[src/rtl/count_load_pkg.sv]
// rtl/count_load_pkg.sv - shared widths, state encoding and beat-count type for the burst sequencer
package count_load_pkg;

  localparam int CNT_W  = 6;
  localparam int DATA_W = 13;

  typedef enum logic [1:0] {
    IDLE   = 2'd0,
    CLEAR  = 2'd1,
    RUN    = 2'd2,
    RESULT = 2'd3
  } state_t;

  typedef logic [CNT_W-1:0] beat_cnt_t;

endpackage

[src/rtl/count_load_ctrl.sv]
// rtl/count_load_ctrl.sv - burst sequencer: clears the counter/register pair, loads one
// register value per accepted beat, then holds the result until the consumer takes it
module count_load_ctrl #(
  parameter int CNT_W  = count_load_pkg::CNT_W,
  parameter int DATA_W = count_load_pkg::DATA_W
) (
  input  logic             clk,
  input  logic             reset,
  input  logic             start,
  input  logic [CNT_W-1:0] len,
  input  logic             abort,
  input  logic             pause,
  input  logic [CNT_W-1:0] cnt_q,
  input  logic             src_valid,
  output logic             src_ready,
  output logic             res_valid,
  input  logic             res_ready,
  output logic             cnt_en,
  output logic             reg_en,
  output logic             cnt_clr,
  output logic             reg_clr,
  output logic             busy,
  output logic             done,
  output logic             err
);

  import count_load_pkg::*;

  if (DATA_W != count_load_pkg::DATA_W) begin : g_data_w_check
    $error("count_load_ctrl: DATA_W does not match the datapath register width");
  end

  state_t           state;
  state_t           state_d;
  logic [CNT_W-1:0] len_q;
  logic [CNT_W-1:0] last_cnt;
  logic             go;
  logic             bad_start;
  logic             beat;
  logic             abort_busy;
  logic             clr_d;

  always_comb begin
    go         = start & ~abort & (len != '0);
    bad_start  = start & ~abort & (len == '0);
    // len_q is never 0 once a burst is running, so this cannot wrap
    last_cnt   = len_q - CNT_W'(1);
    abort_busy = abort & (state != IDLE);

    src_ready  = (state == RUN) & ~pause & ~abort;
    beat       = src_valid & src_ready;
    cnt_en     = beat;
    reg_en     = beat;
    res_valid  = (state == RESULT) & ~abort;
    busy       = (state != IDLE);

    state_d = state;
    case (state)
      IDLE:    if (go) state_d = CLEAR;
      CLEAR:   state_d = RUN;
      RUN:     if (beat && (cnt_q == last_cnt)) state_d = RESULT;
      RESULT:  if (res_valid && res_ready) state_d = IDLE;
      default: state_d = IDLE;
    endcase
    if (abort_busy) state_d = IDLE;

    // clears are flopped so the datapath resets see a clean level
    clr_d = (state_d == CLEAR) | abort_busy;
  end

  always_ff @(posedge clk or negedge reset) begin
    if (!reset) begin
      state   <= IDLE;
      len_q   <= '0;
      cnt_clr <= 1'b1;
      reg_clr <= 1'b1;
      done    <= 1'b0;
      err     <= 1'b0;
    end else begin
      state   <= state_d;
      if ((state == IDLE) && go) len_q <= len;
      cnt_clr <= clr_d;
      reg_clr <= clr_d;
      done    <= res_valid & res_ready;
      err     <= (state == IDLE) & bad_start;
    end
  end

endmodule

[config.mk]
export PLATFORM = sky130hd
export DESIGN_NAME = count_load_ctrl
export DESIGN_NICKNAME = d
export VERILOG_FILES = /design/src/rtl/count_load_pkg.sv /design/src/rtl/count_load_ctrl.sv
export SDC_FILE = /design/constraint.sdc
export NUM_CORES = 1
export LEC_CHECK = 0
export ABC_AREA = 1
export CORE_UTILIZATION = 39
export CTS_CLUSTER_SIZE = 10
export DETAILED_ROUTE_END_ITERATION = 6
export GPL_TIMING_DRIVEN = 0
export HOLD_SLACK_MARGIN = 0.06
export PLACE_DENSITY = 0.8
export SLEW_MARGIN = 0
export SYNTH_ARGS = -nofsm -noshare
export SYNTH_HDL_FRONTEND = slang
export SYNTH_SLANG_ARGS = --single-unit
[constraint.sdc]
create_clock -name clk -period 1.19 [get_ports clk]
set_input_delay 0.238 -clock clk [delete_from_list [all_inputs] [get_ports clk]]
set_output_delay 0.238 -clock clk [all_outputs]
set_load 0.01 [all_outputs]
==> metrics.txt <==
total gr overflow 0; Final Setup Violations 14; routed vias 826; Net Sw Power 442 uW; maxcap violations 0; final core occ 69.9%; critical path data arrival time 1.14 ns; Power Density 1040 nW/um2; Remaining DRCs 0; pre-CTS setup slack -0.729 ns; met3 wire len 75 um; Net Sw Frac 34.4%; clock root cell clkbuf_4; Cell Area, Synth 756 um2; min Tclk post-route 1.38 ns; Initial DRC Count 4; clock latency on the worst-skew pair 0.26 ns; final net count 174; Top Metal Used met4; H-tree level count 1; Ys Warns 0; Levels on crit path 5; Final Hold Viols 0; Core Region 1760 um2; Slew Limit Fails 0; Routed WL 1.92 mm; Final Power 1290 uW; clock buffer depth 2; failing checks setup timing; worst r2r path cells 11; vias in the first global route 750; I/O pin cnt 28; commonest non-fill, non-tap cell in the layout nand2_1; Peak Freq 726 MHz; die height 46.0 um; GRT Overall Usage 21.1%; CP max stage cell dfrtp_2; CTS tree built; Worst VDD drop 0.915 mV; first-pass GRT wire length 3.10 mm; Worst Setup Path Type flip-flop to output port; clock skew 0.00487 ns; multi-input logic area 440 um2; sequential element share of the synthesized area 36.6%; status finished with violations; number of buffers inserted by port buffering 27; fraction of layout cells with a size suffix above 1 32.0%; Least-Margin Pin Slew 0.478 ns; met1 WL 802 um; post-DR wirelength/cell 10.8 um; Syn Inst Count 114; die width 46.0 um; syn_area_per_cell 6.63 um2; Die ar. 2120 um2; delay-heaviest family, CP flip-flops; initial antenna violation count 0; max_slew headroom 68.0%; Yosys cell types 20; Final TNS setup -1.51 ns; RSZ-0062 raised after global routing true; Fillers 147; CP required 0.95 ns; type of the most critical hold path input pin to asynchronous set/reset pin; critical path's largest stage delay 0.44 ns; drt first pass iters 4; clock-pin slew on the worst setup and hold paths 0.07 ns; Setup crit end kind output port; # rows 15; fin area 1230 um2; Routed Antenna Nets 0; fin worst setup slack -0.187 ns; Crit Path Max Fanout 4; Reg area 278 um2; commonest cells after routing, fill and taps aside nand2_1, nor2_1, inv_1, clkdlybuf4s50_1, dfrtp_1; hpwl dp 1.30 mm; met2 wire len 1.03 mm; CTS buffer count 3; CTS sink cnt 11; routed vias/inst 4.64; Reg power frac 38.3%; WP buf/inv 3; Gate power share 42.6%; worst path cell trace nor2_4 > nand3_2 > inv_2 > buf_4 > buf_6; initial cell density of the core 42.8%; syn nets 134; P_int 844 uW; clock group share of total power 19.2%; largest net degree at the start of global routing 12; #FFs+latches synth 11; Syn-to-layout area delta 63.1%; placed inst area 1070 um2; diode count 0; Leak 0.000658 uW; share of the clock period used by the worst path 116%; CP Launch Type flip-flop; Placer Congestion 0.846
==> kinds of logic after synthesis <==
logic type | count (synthesis) | share of synthesized area [%]
simple gates | 70 | 38.7
flops | 11 | 36.6
buf+inv | 25 | 15.4
xor+xnor | 1 | 1.16
fa+ha+maj | 1 | 1.66
compound gates | 6 | 6.46
==> Yosys cell counts, drive strengths merged <==
| master | number | area share (%) |
|---|---|---|
| or2 | 1 | 0.83 |
| inv | 21 | 10 |
| dfstp | 1 | 3.5 |
| ha | 1 | 1.7 |
| buf | 4 | 5.0 |
| nand2 | 37 | 19 |
| nand4 | 1 | 0.83 |
| o21ai | 2 | 2.3 |
| nor4 | 1 | 0.83 |
| a21oi | 4 | 4.1 |
| nor3 | 2 | 1.3 |
| dfrtp | 10 | 33 |
| nor2 | 22 | 12 |
| xnor2 | 1 | 1.2 |
| nand3 | 6 | 4.0 |
==> power by group through the flow <==
stage               Clock, uW  Sequential [uW]  Combinational (uW)
global route              267              499                 605
CTS                       246              480                 504
detailed placement          0              485                 418
global placement            0              483                 405
finish                    247              492                 547
floorplan                   0              476                 273
==> final cells by class <==
class,instances,share of cell area [%]
Timing Repair Buffer,36,27.9
Multi-Input combinational cell,78,35.7
Inverter,21,6.40
Buffer,3,2.74
Sequential cell,11,22.5
Tap cell,25,2.54
Clock buffer,4,2.13
==> metrics by stage <==
stage               hold slack [ns]  instances
floorplan                   -0.0576        114
global placement              0.499        166
detailed placement            0.505        166
CTS                           0.309        178
global route                  0.332        178
finish                        0.298        178
==> sequential cells by signal, indices dropped and copies added, names as in the netlist <==
| register | flops |
|---|---|
| done | 1 |
| err | 1 |
| len_q | 6 |
| reg_clr | 1 |
| state | 2 |
==> final timing paths <==
kind / slack (ns) / from / endpoint
min in group clk: 0.31 / len[1] / len_q[1]
max in group asynchronous: 0.54 / reset / state[0]
worst max-delay path: -0.19 / state[0] / reg_en
worst max register to register: -0.15 / len_q[0] / state[0]
worst min-delay path: 0.30 / reset / len_q[0]
worst min register to register: 0.53 / len_q[5] / len_q[5]
==> repair_timing <==
| item | CTS | global route |
|---|---|---|
| pin swaps | 7 | 5 |
| buffers inserted | 8 | 0 |
| hold buffers | 0 | 0 |
| gates resized for setup | 47 | 13 |
| gates cloned | 1 | 0 |
| endpoints found under the setup margin | 17 | 15 |
==> layer usage <==
metal	vias to the layer above	track usage [%]
met4	0	8.82
met2	20	36.1
li1	420	-
met1	384	25.8
met5	-	0
met3	2	3.57
Note: power is estimated with default switching activity, not from simulation.
